===== src/rtl/ad9866_spi_reader.sv =====
// AD9866 SPI register reader: issues a 16-bit read frame and returns the 8-bit register value.
// Define AD9866_SPI_3WIRE_EN to read data back over the shared sdio pin instead of sdo.
module ad9866_spi_reader #(
  parameter int CLK_DIV = 4
) (
  input  logic       ad9866spiclk,
  input  logic       extreset,
  input  logic       start,
  input  logic [5:0] addr,
  output logic       busy,
  output logic [7:0] rdata,
  output logic       rvalid,
  output logic       ad9866_sclk,
  output logic       ad9866_sen_n,
  output logic       ad9866_sdio,
  output logic       ad9866_sdio_oe,
  input  logic       ad9866_sdio_i,
  input  logic       ad9866_sdo
);

  typedef enum logic [2:0] {
    IDLE,
    SETUP,
    INSTR,
    DATA,
    HOLD,
    DONE
  } state_t;

  localparam logic [7:0] DIV_LAST = 8'(CLK_DIV - 1);

  state_t     state_reg, state_next;
  logic [7:0] div_reg, div_next;
  logic [2:0] bit_reg, bit_next;
  logic [6:0] frame_reg, frame_next;
  logic [7:0] shift_reg, shift_next;
  logic       sclk_reg, sclk_next;
  logic       sen_n_reg, sen_n_next;
  logic       sdio_reg, sdio_next;
  logic       busy_reg, busy_next;
  logic       rvalid_reg, rvalid_next;
  logic [7:0] rdata_reg, rdata_next;

  logic       tick;
  logic [7:0] div_step;
  logic       din;

`ifdef AD9866_SPI_3WIRE_EN
  logic sdio_oe_reg, sdio_oe_next;
  logic unused_sdo;
  assign din            = ad9866_sdio_i;
  assign unused_sdo     = ad9866_sdo;
  assign ad9866_sdio_oe = sdio_oe_reg;
`else
  logic unused_sdio_i;
  assign din            = ad9866_sdo;
  assign unused_sdio_i  = ad9866_sdio_i;
  assign ad9866_sdio_oe = 1'b1;
`endif

  assign tick     = (div_reg == DIV_LAST);
  assign div_step = tick ? 8'd0 : div_reg + 8'd1;

  always_comb begin
    state_next   = state_reg;
    div_next     = div_reg;
    bit_next     = bit_reg;
    frame_next   = frame_reg;
    shift_next   = shift_reg;
    sclk_next    = sclk_reg;
    sen_n_next   = sen_n_reg;
    sdio_next    = sdio_reg;
    busy_next    = busy_reg;
    rvalid_next  = 1'b0;
    rdata_next   = rdata_reg;
`ifdef AD9866_SPI_3WIRE_EN
    sdio_oe_next = sdio_oe_reg;
`endif
    case (state_reg)
      IDLE: begin
        div_next = 8'd0;
        if (start) begin
          // frame_reg holds bits 14..8; bit 15 (read flag) goes straight to sdio
          frame_next = {addr, 1'b0};
          bit_next   = 3'd0;
          sclk_next  = 1'b0;
          busy_next  = 1'b1;
          sen_n_next = 1'b0;
          sdio_next  = 1'b1;
          state_next = SETUP;
        end
      end
      SETUP: begin
        div_next = div_step;
        if (tick) begin
          state_next = INSTR;
        end
      end
      INSTR: begin
        div_next = div_step;
        if (tick) begin
          if (!sclk_reg) begin
            sclk_next = 1'b1;
          end else begin
            sclk_next = 1'b0;
            if (bit_reg == 3'd7) begin
              bit_next   = 3'd0;
              sdio_next  = 1'b0;
              state_next = DATA;
`ifdef AD9866_SPI_3WIRE_EN
              sdio_oe_next = 1'b0;
`endif
            end else begin
              bit_next   = bit_reg + 3'd1;
              sdio_next  = frame_reg[6];
              frame_next = {frame_reg[5:0], 1'b0};
            end
          end
        end
      end
      DATA: begin
        div_next = div_step;
        if (tick) begin
          if (!sclk_reg) begin
            // sample on the same edge that raises sclk
            sclk_next  = 1'b1;
            shift_next = {shift_reg[6:0], din};
          end else begin
            sclk_next = 1'b0;
            if (bit_reg == 3'd7) begin
              bit_next   = 3'd0;
              state_next = HOLD;
`ifdef AD9866_SPI_3WIRE_EN
              sdio_oe_next = 1'b1;
`endif
            end else begin
              bit_next = bit_reg + 3'd1;
            end
          end
        end
      end
      HOLD: begin
        div_next = div_step;
        if (tick) begin
          sen_n_next  = 1'b1;
          sdio_next   = 1'b0;
          rdata_next  = shift_reg;
          rvalid_next = 1'b1;
          state_next  = DONE;
        end
      end
      DONE: begin
        div_next   = 8'd0;
        busy_next  = 1'b0;
        state_next = IDLE;
      end
      default: begin
        state_next = IDLE;
      end
    endcase
  end

  always_ff @(posedge ad9866spiclk or posedge extreset) begin
    if (extreset) begin
      state_reg   <= IDLE;
      div_reg     <= 8'd0;
      bit_reg     <= 3'd0;
      frame_reg   <= 7'd0;
      shift_reg   <= 8'd0;
      sclk_reg    <= 1'b0;
      sen_n_reg   <= 1'b1;
      sdio_reg    <= 1'b0;
      busy_reg    <= 1'b0;
      rvalid_reg  <= 1'b0;
      rdata_reg   <= 8'h00;
`ifdef AD9866_SPI_3WIRE_EN
      sdio_oe_reg <= 1'b1;
`endif
    end else begin
      state_reg   <= state_next;
      div_reg     <= div_next;
      bit_reg     <= bit_next;
      frame_reg   <= frame_next;
      shift_reg   <= shift_next;
      sclk_reg    <= sclk_next;
      sen_n_reg   <= sen_n_next;
      sdio_reg    <= sdio_next;
      busy_reg    <= busy_next;
      rvalid_reg  <= rvalid_next;
      rdata_reg   <= rdata_next;
`ifdef AD9866_SPI_3WIRE_EN
      sdio_oe_reg <= sdio_oe_next;
`endif
    end
  end

  assign busy         = busy_reg;
  assign rdata        = rdata_reg;
  assign rvalid       = rvalid_reg;
  assign ad9866_sclk  = sclk_reg;
  assign ad9866_sen_n = sen_n_reg;
  assign ad9866_sdio  = sdio_reg;

endmodule

===== config.mk =====
export PLATFORM = sky130hd
export DESIGN_NAME = ad9866_spi_reader
export DESIGN_NICKNAME = d
export VERILOG_FILES = /design/src/rtl/ad9866_spi_reader.sv
export SDC_FILE = /design/constraint.sdc
export NUM_CORES = 1
export LEC_CHECK = 0
export BUFFER_PORTS_ARGS = -buffer_cell sky130_fd_sc_hd__buf_2
export CAP_MARGIN = 20
export CORE_MARGIN = 2
export CORE_UTILIZATION = 45
export DETAILED_ROUTE_END_ITERATION = 10
export GPL_TIMING_DRIVEN = 1
export PLACE_DENSITY = 0.68
export SYNTH_ARGS = -nofsm -noshare
export SYNTH_HDL_FRONTEND = slang
export SYNTH_SLANG_ARGS = --single-unit

===== constraint.sdc =====
create_clock -name ad9866spiclk -period 2.5 [get_ports ad9866spiclk]
set_input_delay 0.25 -clock ad9866spiclk [delete_from_list [all_inputs] [get_ports ad9866spiclk]]
set_output_delay 0.25 -clock ad9866spiclk [all_outputs]
set_load 0.01 [all_outputs]

=== Word level (Yosys, flattened, before mapping) ===
Cells that the tools add are included.

* $add $sub $neg: 2
* Equality and inequality tests: 19
* Muxes and demuxes: 37
* Bitwise logic cells: 1
* Reductions and logical operators: 19

{| class="wikitable"
|+ Operators with widths
! operator !! count
|-
| $mux 3 || 13
|-
| $mux 7 || 4
|-
| $ne 2x2->1 const B || 10
|-
| $pmux 8 s2 || 1
|-
| $pmux 3 s5 || 1
|-
| $pmux 7 s2 || 1
|-
| $mux 1 || 11
|-
| $reduce_and 5->1 || 2
|-
| $reduce_bool 2->1 || 5
|-
| $eq 3x3->1 const B || 3
|-
| $reduce_and 3->1 || 3
|-
| $reduce_and 9->1 || 1
|-
| $add 8x1->8 const B || 1
|-
| $eq 8x2->1 const B || 1
|-
| $mux 8 || 1
|-
| $eq 3x2->1 const B || 2
|-
| $pmux 1 s2 || 3
|-
| $pmux 3 s2 || 1
|-
| $ne 2x1->1 const B || 2
|-
| $reduce_and 2->1 || 2
|-
| $reduce_and 4->1 || 1
|-
| $reduce_or 2->1 || 2
|-
| $reduce_or 4->1 || 1
|-
| $add 3x1->3 const B || 1
|-
| 5 further kinds || 5
|}

* Bits in registers: 42
* Output and inout bits: 14

=== Longest topological paths before layout ===
* Word-level depth: 5
* Mapped depth: 7
* Gate-level depth less buffers: 6

=== Worst setup path after synthesis ===
OpenSTA, ideal clock, no wires.

* Path kind: register to register
* From: register div_reg[3]
* To: register frame_reg[2]
* Setup time: 0.125 ns
* Arrival time: 2.179 ns
* Required time: 2.375 ns
* Setup slack: 0.196 ns
* Cell stages (with the launch flop): 6
* Period minus slack after synthesis: 2.304 ns
* Cells stage by stage: dfrtp_1 -> buf_6 -> or4_4 -> o41a_4 -> nor4_4 -> mux2_2

* Longest elaborated chain between the ends: 3

{| class="wikitable"
|+ RTL lines
! element !! RTL line !! text
|-
| start: declaration || 33 || <nowiki>logic [7:0] div_reg, div_next;</nowiki>
|-
| start signal: assignment || 181 || <nowiki>div_reg <= div_next;</nowiki>
|-
| $eq 8x2->1 || 61 || <nowiki>assign tick = (div_reg == DIV_LAST);</nowiki>
|-
| $ne 2x2->1 (no line) || -- ||
|-
| $reduce_and 5->1 (no line) || -- ||
|-
| end signal: assignment || 183 || <nowiki>frame_reg <= frame_next;</nowiki>
|-
| end: declaration || 35 || <nowiki>logic [6:0] frame_reg, frame_next;</nowiki>
|}

Every way passes these cells.
A chain may end at the register's enable or synchronous reset.

=== Worst setup path after layout ===
* From: register div_reg[7]
* To: register frame_reg[4]

Same word-level chain as after synthesis.

==> key figures <==
Status
  – Status: finished, final reports clean

Route
  – DRT iter0 DRCs: 146
  – DR WL/cell: 14.75 um
  – First drt pass iteration count: 4
  – Drt total wl: 4.056 mm
  – Remaining DRCs: 0
  – Vias: 1577
  – Drt via density: 5.735
  – Number of routed nets with antenna violations: 0

Synth
  – Post-synth EDFFs: 0
  – Synth async-reset ratio: 100.0%
  – #FFs+latches synth: 41
  – Mapped Area: 0.002100 mm^2
  – Post-Synth XOR/XNOR Area: 0%
  – Mux cell area share after synthesis: 14.90%
  – Largest family of logic cells by synthesized area: simple AND/OR/NAND/NOR gates
  – Synth Area in Adders: 1.788%
  – Netlist cell types: 49
  – Syn_nets: 207
  – Sequential fraction of the synthesis area: 48.93%
  – Post-synthesis simple-gate area fraction: 16.09%
  – Post-synthesis compound-gate area fraction: 14.54%
  – Post-Syn Area per Cell: 10.88 um^2
  – Post-Syn Instances: 193
  – Yosys warning total: 0
  – Top_reg_cell synth: dfrtp_1

Clocking
  – Clk_lat worst skew: 290 ps
  – Setup Fix Bufs, Post-CTS: 0
  – Clock sinks: 41
  – Clk slew on worst S/H paths: 90 ps
  – Post-CTS sizing: 0
  – Clk root buf: clkbuf_8
  – H-tree depth: 2
  – CTS tree: done
  – CTS Buf Count: 5
  – # hold bufs at CTS: 0
  – Worst-case clock buffer depth: 2

Floorplan
  – Starting Density: 47.56%
  – Die area: 0.005228 mm^2
  – Row count: 24
  – Die Width: 72.31 um
  – Die height: 72.31 um
  – IO Count: 25
  – CORE AREA: 0.004414 mm^2

STA
  – Tcrit/Tclk final: 95.63%
  – Clk_skew: 4.726 ps
  – Hold WS: 68.65 ps
  – Minimum clock period: 2391 ps
  – Fmax: 418.3 MHz
  – Final setup TNS: 0 ps
  – Hold Violations, Final: 0
  – Slew Viols, Final: 0
  – Worst-margin pin slew: 586.2 ps
  – RSZ-0062 raised after global routing: no
  – Endpoints failing setup: 0
  – Slew headroom: 60.78%

GRT
  – M3 GR Usage: 3.889%
  – Largest net degree at the start of global routing: 42
  – Met2 Resource Use GR: 26.61%
  – Gr busiest metal: met2
  – Vias in the first global route: 1506
  – Met1 usage: 24.84%
  – Total grt overflow: 0
  – Total Routing Usage GR: 17.47%
  – First-pass GRT wire length: 7.100 mm
  – Initial antenna violation count: 0

Job
  – MaxCap Viol Count: 0

Power
  – Cell Int Power: 0.8873 mW
  – Sw power: 0.2734 mW
  – VDD IR max: 0.3715 mV
  – Sw frac: 23.55%
  – Clk pwr share: 38.5%
  – Power per Cell Area: 484.4 mW/mm^2
  – Sequential power share: 58.4%
  – Comb power frac: 3.1%
  – LEAKAGE: 1.145 nW

Final layout
  – Antenna diodes: 0
  – Final Instance Count excl. Fillers: 275
  – Most common cell after layout, fill and taps aside: dfrtp_1
  – Design Area, Final: 0.002396 mm^2
  – Final nets: 236
  – Layout area overhead: 14.12%
  – Most frequent cells in the layout: 40 x dfrtp_1, 26 x mux2_2, 22 x buf_2
  – Layout cells sized above 1: 32.74%

Placed design
  – Input/output buffers: 22
  – Dpl cells: 267
  – DPL Wire Length: 2.802 mm
  – Final Wtd Congestion: 0.8494
  – Placed Area: 0.002305 mm^2

Setup path
  – R2R Path Start: div_reg[7]$_DFFE_PP0P_
  – Critical path endpoint category: flip-flop
  – CP Launch Point: div_reg[7]$_DFFE_PP0P_
  – Slowest stage delay, CP: 560 ps
  – Crit-path slowest cell: or4_4
  – Crit-path max FO: 6
  – WP data required: 2690 ps
  – Crit path cell chain: or4_4, o41a_4, nor4_4, mux2_2
  – Buf/Inv on CP: 0
  – CP delay by family, top: simple AND/OR/NAND/NOR gates
  – Startpoint types: flip-flop
  – WS Path Type: reg2reg
  – Worst Path Arrival: 2580 ps

Worst hold path
  – Hold Path Class: in2async
-- cells in the mapped netlist, types with 3 or more instances --
master,number,share of area [%]
a21oi_1,10,2.4
a31oi_1,3,0.89
and3_1,3,0.89
clkbuf_1,7,1.3
dfrtp_1,40,48
ha_1,3,1.8
inv_1,6,1.1
mux2_2,26,14
nand2_1,10,1.8
nand2b_1,4,1.2
nand3_1,7,1.7
nor2_1,10,1.8
nor2b_1,6,1.8
o21ai_0,14,3.3
-- per-layer routing --
layer	routed length (um)	part of all wire [%]
met5	0	0
met4	21	0.52
met3	271	6.7
met2	1831	45
met1	1931	48
-- layout make-up --
cell class,count,area [um^2]
sequential,41,1027
timing repair buffer,33,192.7
inverter,6,22.52
clock buffer,5,68.82
tap,52,65.06
multi-input combinational,135,997.2
clock inverter,3,22.52
fill,385,2018
-- worst reg2reg max path, delay by kind of cell, from the launching register on --
family,cells,cell delay [ps]
simple gates,2,990
flops,1,410
mux,1,390
compound gates,1,480
-- path summary, 6_finish.rpt --
check | end | slack [ps] | depth (start not counted)
worst min-delay path | frame_reg[3]$_DFFE_PP0P_ | 70 | 3
max in group asynchronous | ad9866_sen_n$_DFFE_PP1P_ | 2070 | 3
min in group ad9866spiclk | frame_reg[1]$_DFFE_PP0P_ | 180 | 3
worst min register to register | ad9866_sen_n$_DFFE_PP1P_ | 470 | 2
worst max-delay path | frame_reg[4]$_DFFE_PP0P_ | 110 | 4
worst max register to register | frame_reg[4]$_DFFE_PP0P_ | 110 | 4
-- cells by family after synthesis --
group	count (synthesis)
adder cells (fa/ha/maj)	3
flip-flops	41
buffers and inverters	17
other	1
AO/OA/AOI/OAI	45
multiplexers	28
AND/OR/NAND/NOR	58
-- stage by stage --
stage,setup WS [ps],total power [mW],utilization [%]
3_3_place_gp,154.1,0.7281,52.21
2_1_floorplan,196.4,0.7142,-
4_1_cts,121.6,1.173,54.28
3_5_place_dp,140.7,0.7291,52.21
6_report,109.3,1.161,54.28
5_1_grt,17.49,1.207,54.28
-- power groups by stage --
stage / logic, mW / registers [mW] / clock network (mW)
floorplan: 0.0247 / 0.689 / 0
global placement: 0.0369 / 0.691 / 0
detailed placement: 0.0377 / 0.691 / 0
CTS: 0.0378 / 0.678 / 0.457
global route: 0.0421 / 0.680 / 0.485
finish: 0.0362 / 0.678 / 0.447
(Power assumes the default switching activity.)
